==> config.mk <==
export PLATFORM = sky130hd
export DESIGN_NAME = frame_swap_ctrl
export DESIGN_NICKNAME = d
export VERILOG_FILES = /design/src/rtl/frame_swap_ctrl.sv
export SDC_FILE = /design/constraint.sdc
export NUM_CORES = 1
export LEC_CHECK = 0
export ABC_AREA = 1
export CORE_MARGIN = 5
export CORE_UTILIZATION = 30
export DETAILED_ROUTE_END_ITERATION = 10
export PLACE_DENSITY = 0.73
export SKIP_LAST_GASP = 1
export SYNTH_ARGS = -nofsm -noshare
export SYNTH_HDL_FRONTEND = slang
export SYNTH_SLANG_ARGS = --single-unit
==> constraint.sdc <==
create_clock -name Clk -period 2.8 [get_ports Clk]
set_input_delay 0.28 -clock Clk [delete_from_list [all_inputs] [get_ports Clk]]
set_output_delay 0.28 -clock Clk [all_outputs]
set_load 0.03 [all_outputs]
==> src/rtl/frame_swap_ctrl.sv <==
// frame_swap_ctrl: double-buffered frame sequencer and single-port SRAM arbiter.
// The VGA reader always wins the SRAM port. The draw engine may only write the
// back buffer while a frame is being drawn. Buffers swap on a vsync that follows
// the draw engine's completion report.
module frame_swap_ctrl #(
    parameter int ADDR_W   = 18,
    parameter int DATA_W   = 16,
    parameter int READ_LAT = 2,
    parameter int DROP_W   = 8
) (
    input  logic                Clk,
    input  logic                Reset,
    input  logic                VGA_VS,
    input  logic                draw_done,
    output logic                frame_start,
    output logic                display_buf,
    output logic                swap_pending,
    output logic [DROP_W-1:0]   drop_count,
    input  logic                rd_req,
    input  logic [ADDR_W-1:0]   rd_addr,
    output logic                rd_gnt,
    output logic                rd_valid,
    output logic [DATA_W-1:0]   rd_data,
    input  logic                wr_req,
    input  logic [ADDR_W-1:0]   wr_addr,
    input  logic [DATA_W-1:0]   wr_data,
    output logic                wr_gnt,
    output logic [ADDR_W:0]     sram_addr,
    output logic                sram_we_n,
    output logic                sram_oe_n,
    output logic [DATA_W-1:0]   sram_wdata,
    input  logic [DATA_W-1:0]   sram_rdata
);

    typedef enum logic [1:0] {
        ST_IDLE  = 2'd0,
        ST_DRAW  = 2'd1,
        ST_READY = 2'd2
    } state_t;

    state_t              state_r;
    state_t              state_nxt_s;
    logic                prev_vs_r;
    logic                vs_fall_s;
    logic                swap_s;
    logic                start_s;
    logic                drop_inc_s;
    logic [READ_LAT-1:0] rd_tag_r;

    // A vsync begins on the high-to-low transition of the active-low sync.
    always_comb begin
        vs_fall_s = prev_vs_r & ~VGA_VS;
    end

    // Remember the previous sync level for edge detection.
    always_ff @(posedge Clk) begin
        if (!Reset) begin
            prev_vs_r <= 1'b1;
        end else begin
            prev_vs_r <= VGA_VS;
        end
    end

    // Frame sequencing: decide the next phase and whether this vsync swaps, starts or drops.
    always_comb begin
        state_nxt_s = state_r;
        swap_s      = 1'b0;
        start_s     = 1'b0;
        drop_inc_s  = 1'b0;
        case (state_r)
            ST_IDLE: begin
                if (vs_fall_s) begin
                    state_nxt_s = ST_DRAW;
                    start_s     = 1'b1;
                end else begin
                    state_nxt_s = ST_IDLE;
                end
            end
            ST_DRAW: begin
                if (vs_fall_s && draw_done) begin
                    // Completion and vsync coincide: swap now and keep drawing the next frame.
                    state_nxt_s = ST_DRAW;
                    swap_s      = 1'b1;
                    start_s     = 1'b1;
                end else if (vs_fall_s) begin
                    state_nxt_s = ST_DRAW;
                    drop_inc_s  = 1'b1;
                end else if (draw_done) begin
                    state_nxt_s = ST_READY;
                end else begin
                    state_nxt_s = ST_DRAW;
                end
            end
            ST_READY: begin
                if (vs_fall_s) begin
                    state_nxt_s = ST_DRAW;
                    swap_s      = 1'b1;
                    start_s     = 1'b1;
                end else begin
                    state_nxt_s = ST_READY;
                end
            end
            default: begin
                state_nxt_s = ST_IDLE;
            end
        endcase
    end

    // Frame state and frame-level outputs, all registered.
    always_ff @(posedge Clk) begin
        if (!Reset) begin
            state_r      <= ST_IDLE;
            display_buf  <= 1'b0;
            frame_start  <= 1'b0;
            swap_pending <= 1'b0;
            drop_count   <= {DROP_W{1'b0}};
        end else begin
            state_r      <= state_nxt_s;
            display_buf  <= display_buf ^ swap_s;
            frame_start  <= start_s;
            swap_pending <= (state_nxt_s == ST_READY);
            if (drop_inc_s && !(&drop_count)) begin
                drop_count <= drop_count + {{(DROP_W-1){1'b0}}, 1'b1};
            end else begin
                drop_count <= drop_count;
            end
        end
    end

    // Fixed-priority arbitration; writes only while the back buffer is being drawn.
    always_comb begin
        rd_gnt = rd_req;
        wr_gnt = wr_req & ~rd_req & (state_r == ST_DRAW);
    end

    // Register the SRAM pins from the granted access; buffer bit is taken in the grant cycle.
    always_ff @(posedge Clk) begin
        if (!Reset) begin
            sram_addr  <= {(ADDR_W+1){1'b0}};
            sram_we_n  <= 1'b1;
            sram_oe_n  <= 1'b1;
            sram_wdata <= {DATA_W{1'b0}};
        end else if (rd_gnt) begin
            sram_addr  <= {display_buf, rd_addr};
            sram_we_n  <= 1'b1;
            sram_oe_n  <= 1'b0;
        end else if (wr_gnt) begin
            sram_addr  <= {~display_buf, wr_addr};
            sram_wdata <= wr_data;
            sram_we_n  <= 1'b0;
            sram_oe_n  <= 1'b1;
        end else begin
            sram_we_n  <= 1'b1;
            sram_oe_n  <= 1'b1;
        end
    end

    // Track read grants through the SRAM latency and capture the returned data.
    always_ff @(posedge Clk) begin
        if (!Reset) begin
            rd_tag_r <= {READ_LAT{1'b0}};
            rd_valid <= 1'b0;
            rd_data  <= {DATA_W{1'b0}};
        end else begin
            rd_tag_r[0] <= rd_gnt;
            for (int i = 1; i < READ_LAT; i++) begin
                rd_tag_r[i] <= rd_tag_r[i-1];
            end
            rd_valid <= rd_tag_r[READ_LAT-1];
            if (rd_tag_r[READ_LAT-1]) begin
                rd_data <= sram_rdata;
            end else begin
                rd_data <= rd_data;
            end
        end
    end

endmodule

Yosys cells after proc, flatten, opt, wreduce, memory -nomap -nowiden:

Index checks and enable logic that the tools add are counted.
Widths: inputs -> output; s select.

* bits in registers: 70
* ROM bits: 0
* memories: 0
* latch bits: 0
* memory bits (writable): 0
* output and inout bits: 67

* equality and inequality tests: 3
* add/sub/neg operators: 1
* multipliers: 0
* muxes and demuxes: 16
* reductions and logical operators: 9
* shift operators: 0
* order comparisons: 0
* bitwise logic cells: 8
* divide/modulo/power cells: 0

Operator list (number)
* $mux 19: 2
* $add 8x1->8 const B: 1
* $mux 2: 4
* $reduce_and 8->1: 1
* $mux 1: 7
* $pmux 2 s3: 1
* $eq 2x2->1 const B: 2
* $not 1->1: 4
* $pmux 1 s2: 2
* $reduce_or 2->1: 2
* $and 1x1->1: 3
* $eq 2x1->1 const B: 1
* $logic_and 1x1->1: 2
* $logic_not 2->1: 1
* $reduce_and 2->1: 1
* $reduce_bool 2->1: 1
* $logic_not 1->1: 1
* $xor 1x1->1: 1

Longest topological paths before layout:

Gate-level depths: netlist of the first run.

* word-level depth: 6
* mapped depth: 10

Least setup slack after synthesis of the first run:

Ideal clock, no wire load.

* path kind: reg-to-reg
* start point: register drop_count[0]
* end point: register drop_count[1]
* stages on the path, launching flop included: 9
* buffers on the path: 0
* setup slack: 1342 ps
* arrival: 1344 ps
* data required time: 2686 ps
* period minus slack after synthesis: 1458 ps
* path through: dfxtp_1 > ha_1 > nand2_1 > inv_1 > nand2_1 > nor2_1 > nor2_1 > nor2_1 > nor2_1

* cells in the longest elaborated chain, start to end: 3

RTL lines
* from (decl): line 18 `output logic [DROP_W-1:0] drop_count,`
* from (signal assigned): line 116 `drop_count <= {DROP_W{1'b0}};`
* from (signal assigned): line 123 `drop_count <= drop_count + {{(DROP_W-1){1'b0}}, 1'b1};`
* from (signal assigned): line 125 `drop_count <= drop_count;`
* parallel branches: the longest is 3 deep, another holds $add 8x1->8

Parallel ways; which one is timed is not known.
A chain may end at the register's enable or synchronous reset.

Worst setup path in the final report of the first run:

* start point: register state_r[1]
* end point: output port wr_gnt

* cells in the longest elaborated chain, start to end: 2

RTL lines
* from (decl): line 41 `state_t state_r;`
* from (signal assigned): line 118 `state_r <= state_nxt_s;`
* $eq 2x1->1: line 133 `wr_gnt = wr_req & ~rd_req & (state_r == ST_DRAW);`
* $and 1x1->1: line 133
* to (decl): line 27 `output logic wr_gnt,`

No other way between the ends.

==> results.toml, run 1 <==
[status]
status = "completed"

[yosys]
syn_area_per_cell_sq_um = 7.48
yosysSeqAreaShare = 0.497
syn_area_sq_um = 2820
yosysWarnings = 0
synth_xor_area_frac = 0
synth_top_cell_by_area = "dfxtp_1"
synth_cells = 377
synthSimpleGateAreaFrac = 0.262
synth_top_family_by_area = "simple AND/OR/NAND/NOR gates"
synthTopCellsByArea = "dfxtp_1, nor2_1, nand2_1, o21ai_0, a31oi_1"
synth_fp_nets = 457
ys_types = 26
ys_ff_latch = 70
synth_adder_area_share = 0.0266
synth_top_area_frac = 0.497
synthMuxAreaShare = 0
synth-compound-area-share = 0.142

[routing]
drtIter0Drc = 139
vias = 2884
wl_per_cell_um = 13.4
drc_errors = 0
ant_nets = 0
first_pass_iters = 4
via_per_inst = 4.59
drt_wl_total_um = 8460

[grt]
use_met2 = 0.250
grt_pass1_vias = 2843
busiest_layer = "met2"
grt_pass1_wl_um = 13500
grt_antenna_before_repair = 0
overflow = 0
grtUsageTotal = 0.148
grt_start_max_net_pins = 44
met1_usage = 0.167
grt_use_met3 = 0.0620

[floorplanning]
ios = 141
initial_utilization = 0.307
die_area_sq_um = 11400
core_sq_um = 9200
fp.dieW_um = 107
dieHeight_um = 107
num_rows = 35

[clock_network]
cts.clk_slew.worst_paths_ns = 0.07
post-cts-setup-buffers = 0
post_cts_resized = 0
cts_buffer_depth = 2
clock-root-buffer = "clkbuf_8"
cts_buffers = 9
htreeDepth = 3
cts.sinks = 70
clk-insertion-delay-late_ns = 0.34
hold_buffers = 0
cts_tree = "yes"

[pwr]
power_frac_seq = 0.449
leakagePower_nw = 1.87
power.share.clock = 0.376
finalPower_mw = 2.39
power_density_nw_per_um2 = 533
p_comb_frac = 0.175
p_int_mw = 1.77
switching_share = 0.259
irDropWorstVdd_v = 0.000215
p_sw_mw = 0.618

[sta]
hold_viol = 0
finClkSkew_ns = 0.00862
tightest_slew_ns = 0.704
tns_ns = 0
relSlewSlack = 0.531
rsz0062_at_grt = "false"
setup_violations = 0
period_minus_slack_ns = 2.27
period_share = 0.809
drv_slew = 0
max_freq_ghz = 0.441

[hold_path]
min_from = "rd_tag_r[0]$_SDFF_PN0_"
hp-class = "flop to flop"

[critical_path]
endpoint_kind = "primary output"
startpoint_type = "flop"
cp_max_fo = 5
cp_data_arrival_time_ns = 1.99
crit_start = "state_r[1]$_SDFF_PN0_"
cp_data_required_time_ns = 2.52
path_class = "flop to primary output"
r2r_start = "state_r[1]$_SDFF_PN0_"

[cells_and_area]
area_delta_synth_final_pct = 59.2
num-fill-cells = 892
nets = 593
diodes = 0
post-route-util = 0.488
drive_gt1_frac = 0.0541

[placement]
io_buffers = 140
hpwl_um = 6260
place_congestion = 0.834

[flow_run]
maxCapViolCount = 0
[path summary, 6_finish.rpt]
| check | slack [ns] | endpoint | cells past startpoint |
|---|---|---|---|
| hold reg to reg | 0.42 | rd_tag_r[1]$_SDFF_PN0_ | 2 |
| hold / removal | 0.42 | rd_tag_r[1]$_SDFF_PN0_ | 2 |
| setup / recovery | 0.53 | wr_gnt | 5 |
| setup reg to reg | 1.16 | sram_wdata[8]$_SDFFE_PN0P_ | 8 |
[synthesized netlist by cell type, drive strengths merged]
library cell and count:
nor3b 1, nor2 92, inv 26, or2 1, o21ai 54, clkbuf 6, buf 12, o221ai 1
nand3 10, nor3 3, a21oi 2, a31oi 18, dfxtp 70, nand3b 1, nand2 74, ha 6
[flip-flops by register name, summed over array words and instances (netlist names), 2 cells and up]
signal and count:
rd_data 16, drop_count 8, sram_addr 19, rd_tag_r 2, sram_wdata 16, state_r 2
[placed cells by master (no fill, tap or decap), types with 5 or more instances in the layout]
cell             synthesis  final
clkdlybuf4s50_1          0    139
nand3_1                  9      9
nor2_1                  88     88
o21ai_1                  5      5
clkbuf_8                 0     10
a31oi_1                 18     18
inv_1                   24     24
dfxtp_1                 70     70
ha_1                     6      6
o21ai_0                 49     49
nand2_1                 72     72
[logic make-up after synthesis]
| family | Yosys count |
|---|---|
| and+or+nand+nor | 182 |
| DFF | 70 |
| buffers and inverters | 44 |
| adders and majority gates | 6 |
| AOI/OAI and AO/OA | 75 |
[metrics by stage]
stage	cells	setup slack [ns]	hold WS, ns	cell area, sq um
finish	629	0.535	0.420	4490
global route	629	0.390	0.451	4490
CTS	629	0.497	0.419	4490
detailed placement	613	0.765	0.409	4270
global placement	613	0.818	0.409	4270
floorplan	377	1.34	0.377	2820
[worst max-delay path, cell delays in order, from the launching register on]
cell and delay [ns]:
dfxtp_1 0.34, inv_1 0.10, ha_1 0.24, nand2_2 0.12
nor2_4 0.15, clkdlybuf4s50_1 0.69
[power by group through the flow]
| stage | combinational (mW) | sequential [mW] | clock (mW) |
|---|---|---|---|
| 3_3_place_gp | 0.415 | 1.09 | 0 |
| 3_5_place_dp | 0.421 | 1.10 | 0 |
| 5_1_grt | 0.450 | 1.08 | 0.983 |
| 6_report | 0.418 | 1.07 | 0.899 |
| 2_1_floorplan | 0.112 | 1.18 | 0 |
| 4_1_cts | 0.423 | 1.07 | 0.927 |
[layer usage]
layer  up-vias  wire [um]
met1      1300       3420
met5         -          0
met2        93       4210
li1       1480          -
met3        11        663
met4         0        162
[cell type report]
class                   instances  area [sq um]  area share
multi-input cells             263          1220       0.271
clock inverters                 4          70.1      0.0156
well taps                     111           139      0.0309
repair buffers                143          1420       0.316
clock buffers                  12           145      0.0323
flip-flops and latches         70          1400       0.312
inverters                      26          97.6      0.0217
Note: power is estimated with default switching activity, not from simulation.
==> run 2, diff against run 1 <==
PLACE_DENSITY = 0.75   (was 0.73)
clock period = 1.82 ns   (was 2.8 ns; I/O delays follow)
==> results.toml, run 2 (synthesized netlist as in run 1, its figures left out) <==
[placement]
hpwl_um = 6280
io_buffers = 140
pre_cts_slack_ns = 0.145
place_congestion = 0.873

[sta]
period_minus_slack_ns = 1.64
max_freq_ghz = 0.610
tns_ns = 0
rsz0062_at_grt = "false"
relSlewSlack = 0.654
tightest_slew_ns = 0.518
setup_violations = 0
finClkSkew_ns = 0.0117
hold_viol = 0
whs_ns = 0.172
drv_slew = 0
period_share = 0.900
setup_slack_ns = 0.181

[floorplanning]
initial_utilization = 0.307
num_rows = 35
die_area_sq_um = 11400
dieHeight_um = 107
fp.dieW_um = 107
core_sq_um = 9200
ios = 141

[critical_path]
rrSetupSlack_ns = 0.24
cp_data_arrival_time_ns = 1.46
startpoint_type = "flop"
endpoint_kind = "primary output"
cp_max_fo = 5
path_class = "flop to primary output"
cp_data_required_time_ns = 1.64

[cells_and_area]
nets = 597
num-fill-cells = 900
final_cell_mix = "clkdlybuf4s50_1, nor2_1, nand2_1"
post-route-util = 0.494
area_delta_synth_final_pct = 61.3
diodes = 0
largest_register = "sram_addr"
layout_commonest_cell = "clkdlybuf4s50_1"
drive_gt1_frac = 0.0670
reg_top3 = "sram_addr (19), rd_data (16), sram_wdata (16)"
largest_reg_flops = 19

[hold_path]
hp-class = "input port to flop"

[routing]
wl_per_cell_um = 13.3
via_per_inst = 4.60
ant_nets = 0
drc_errors = 0
first_pass_iters = 4
drtIter0Drc = 76
drt_wl_total_um = 8400
vias = 2911

[pwr]
finalPower_mw = 3.85
leakagePower_nw = 1.90
irDropWorstVdd_v = 0.000443
power_density_nw_per_um2 = 847

[clock_network]
cts_tree = "yes"
htreeDepth = 3
cts_buffer_depth = 2
clk-insertion-delay-late_ns = 0.34
clock-root-buffer = "clkbuf_8"
cts.clk_slew.worst_paths_ns = 0.08
cts_buffers = 9
cts.sinks = 70

[grt]
grt_pass1_vias = 2953
grt_start_max_net_pins = 42
grt_antenna_before_repair = 0
grtUsageTotal = 0.146
grt_pass1_wl_um = 13500
overflow = 0

[flow_run]
maxCapViolCount = 0

[status]
status = "completed"
[run 2: cell types whose count changed in the layout (fill, tap and decap cells not counted)]
cell	previous run	this run
buf_4	3	9
clkbuf_1	2	1
clkinvlp_4	0	1
clkdlybuf4s50_1	139	137
clkinv_2	2	0
bufinv_16	2	3
clkinv_4	0	1
[run 2: final cells by class]
cell class,count,area [sq um],area share
well taps,111,139,0.0306
multi-input cells,263,1220,0.268
clock inverters,5,106,0.0234
clock buffers,11,141,0.0311
flip-flops and latches,70,1400,0.308
inverters,26,97.6,0.0215
repair buffers,147,1440,0.318
[run 2: what timing repair did]
| item | 4_1_cts | 5_1_grt |
|---|---|---|
| setup buffers | 2 | 0 |
| hold buffers | 0 | 0 |
| hold endpoints to repair | 0 | 0 |
| gates resized for setup | 0 | 0 |
| setup endpoints to repair | 1 | 0 |
[run 2: critical path, stage by stage (launching register included)]
cell     delay (ns)
dfxtp_1        0.34
inv_1          0.08
ha_1           0.24
nand2_2        0.12
nor2_4         0.16
buf_4          0.18
[run 2: layer usage]
layer	share of wire	vias to the layer above	global-route usage
met5	0	-	0
met4	0.021	0	0.0548
met3	0.074	12	0.0596
met2	0.50	95	0.254
met1	0.40	1313	0.160
li1	-	1491	-
[run 2: through the flow]
step | instance area [sq um] | instances
2_1_floorplan | 2820 | 377
3_3_place_gp | 4280 | 615
3_5_place_dp | 4280 | 615
4_1_cts | 4550 | 633
5_1_grt | 4550 | 633
6_report | 4550 | 633
[run 2: path summary, 6_finish.rpt]
kind,end,cells past startpoint,from
min,drop_count[4]$_SDFFE_PN0P_,3,Reset
max reg2reg,sram_wdata[9]$_SDFFE_PN0P_,8,state_r[1]$_SDFF_PN0_
max,wr_gnt,5,state_r[1]$_SDFF_PN0_
min reg2reg,rd_tag_r[1]$_SDFF_PN0_,2,rd_tag_r[0]$_SDFF_PN0_
[run 2: power by group]
| part | total [mW] | switching [mW] | internal [mW] | leakage (nW) |
|---|---|---|---|---|
| sequential | 1.65 | 0.0400 | 1.61 | 0.573 |
| clock | 1.55 | 0.596 | 0.952 | 0.120 |
| combinational | 0.653 | 0.335 | 0.318 | 1.21 |
| total | 3.85 | 0.971 | 2.88 | 1.90 |
==> run 3, diff against run 2 <==
PLACE_DENSITY = 0.71   (was 0.75)
==> results.toml, run 3 (synthesized netlist as in run 1, its figures left out) <==
[floorplanning]
initial_utilization = 0.307
num_rows = 35
die_area_sq_um = 11400
fp.dieW_um = 107
dieHeight_um = 107
ios = 141
core_sq_um = 9200

[critical_path]
crit_start = "drop_count[0]$_SDFFE_PN0P_"
crit_end = "drop_count[0]"
crit_path_cell_trace = "clkdlybuf4s50_1"
r2r_start = "state_r[1]$_SDFF_PN0_"
path_class = "flop to primary output"
cp_data_arrival_time_ns = 1.48
cp_num_cells = 1
critPathBufInv = 1
cpMaxStageDelayCell = "clkdlybuf4s50_1"
cp_max_fo = 5
endpoint_kind = "primary output"
worstRegToRegCells = 8
slowest_delay_ns = 0.71
rrSetupSlack_ns = 0.27
r2r-end = "sram_wdata[6]$_SDFFE_PN0P_"
cp_top_family = "buffers and inverters"
startpoint_type = "flop"
cp_data_required_time_ns = 1.64

[routing]
wl_per_cell_um = 13.0
drt_wl_total_um = 8250
wl_met2_um = 4100
drt-met1-wl_um = 3270
vias = 2885
via_per_inst = 4.56
highest_layer = "met4"
first_pass_iters = 4
drtIter0Drc = 99
drc_errors = 0
ant_nets = 0
wl_met3_um = 752

[cells_and_area]
drive_gt1_frac = 0.0672
largest_reg_flops = 19
final_cell_mix = "clkdlybuf4s50_1, nor2_1, nand2_1"
regArea_sq_um = 1400
diodes = 0
largest_register = "sram_addr"
layout_commonest_cell = "clkdlybuf4s50_1"
num-fill-cells = 885
reg_top3 = "sram_addr (19), rd_data (16), sram_wdata (16)"
multiInputGateArea_sq_um = 1220
area_delta_synth_final_pct = 58.4
nets = 596

[flow_run]
maxCapViolCount = 0

[pwr]
leakagePower_nw = 1.86
finalPower_mw = 3.42
irDropWorstVdd_v = 0.000363
power_density_nw_per_um2 = 765

[sta]
period_minus_slack_ns = 1.66
rsz0062_at_grt = "false"
period_share = 0.911
setup_violations = 0
max_freq_ghz = 0.603
relSlewSlack = 0.630
finClkSkew_ns = 0.0104
tns_ns = 0
drv_slew = 0
hold_viol = 0
tightest_slew_ns = 0.554

[grt]
overflow = 0
grt_pass1_vias = 2825
grt_start_max_net_pins = 38
grt_pass1_wl_um = 13100
grt_antenna_before_repair = 0
grtUsageTotal = 0.143

[placement]
place_congestion = 0.838
hpwl_um = 6170
io_buffers = 140

[clock_network]
cts.sinks = 70
cts.clk_slew.worst_paths_ns = 0.08
cts_buffers = 9
clock-root-buffer = "clkbuf_8"
htreeDepth = 3
cts_buffer_depth = 2
cts_tree = "yes"
clk-insertion-delay-late_ns = 0.34

[status]
status = "completed"

[hold_path]
hp-class = "input port to flop"
## run 3: changes by cell type in the layout (fill, tap and decap cells not counted), sizes merged
cell,previous run,this run
bufinv,3,0
clkinv,1,3
clkinvlp,1,3
buf,10,9
clkbuf,11,10
## run 3: metal layers
metal  vias to the layer above  track usage
met2                       107        0.241
li1                       1486            -
met1                      1280        0.158
met4                         0       0.0411
met5                         -            0
met3                        12       0.0722
## run 3: worst min-delay path by stage
stage,startpoint,endpoint,cells after the start
after global placement,rd_tag_r[0]$_SDFF_PN0_,rd_tag_r[1]$_SDFF_PN0_,2
final,Reset,prev_vs_r$_SDFF_PN1_,2
after global routing,Reset,prev_vs_r$_SDFF_PN1_,2
after detailed placement,rd_tag_r[0]$_SDFF_PN0_,rd_tag_r[1]$_SDFF_PN0_,2
after floorplan,VGA_VS,prev_vs_r$_SDFF_PN1_,2
after CTS,Reset,prev_vs_r$_SDFF_PN1_,2
## run 3: area by class of cell
class,count,share of cell area
repair buffers,146,0.322
flip-flops and latches,70,0.314
multi-input cells,263,0.272
well taps,111,0.0311
clock buffers,10,0.0308
inverters,26,0.0219
clock inverters,6,0.00841
## run 3: report_power, final
| group | internal (mW) | switching, mW | total [mW] |
|---|---|---|---|
| Sequential | 1.61 | 0.0429 | 1.65 |
| Combinational | 0.316 | 0.331 | 0.646 |
| Clock | 0.524 | 0.595 | 1.12 |
## run 3: stage by stage
| step | setup slack (ns) | cell area [sq um] | hold slack (ns) | std cells | util |
|---|---|---|---|---|---|
| 2_1_floorplan | 0.362 | 2820 | 0.279 | 377 | - |
| 3_3_place_gp | 0.222 | 4280 | 0.406 | 614 | 0.465 |
| 3_5_place_dp | 0.159 | 4280 | 0.404 | 614 | 0.465 |
| 4_1_cts | 0.120 | 4470 | 0.202 | 632 | 0.486 |
| 5_1_grt | 0.0421 | 4470 | 0.208 | 632 | 0.486 |
| 6_report | 0.162 | 4470 | 0.223 | 632 | 0.486 |
## run 3: what timing repair did
action / CTS / global route
setup endpoints to repair: 1 / 0
hold buffers: 0 / 0
resized for setup: 0 / 0
buffers inserted: 2 / 0
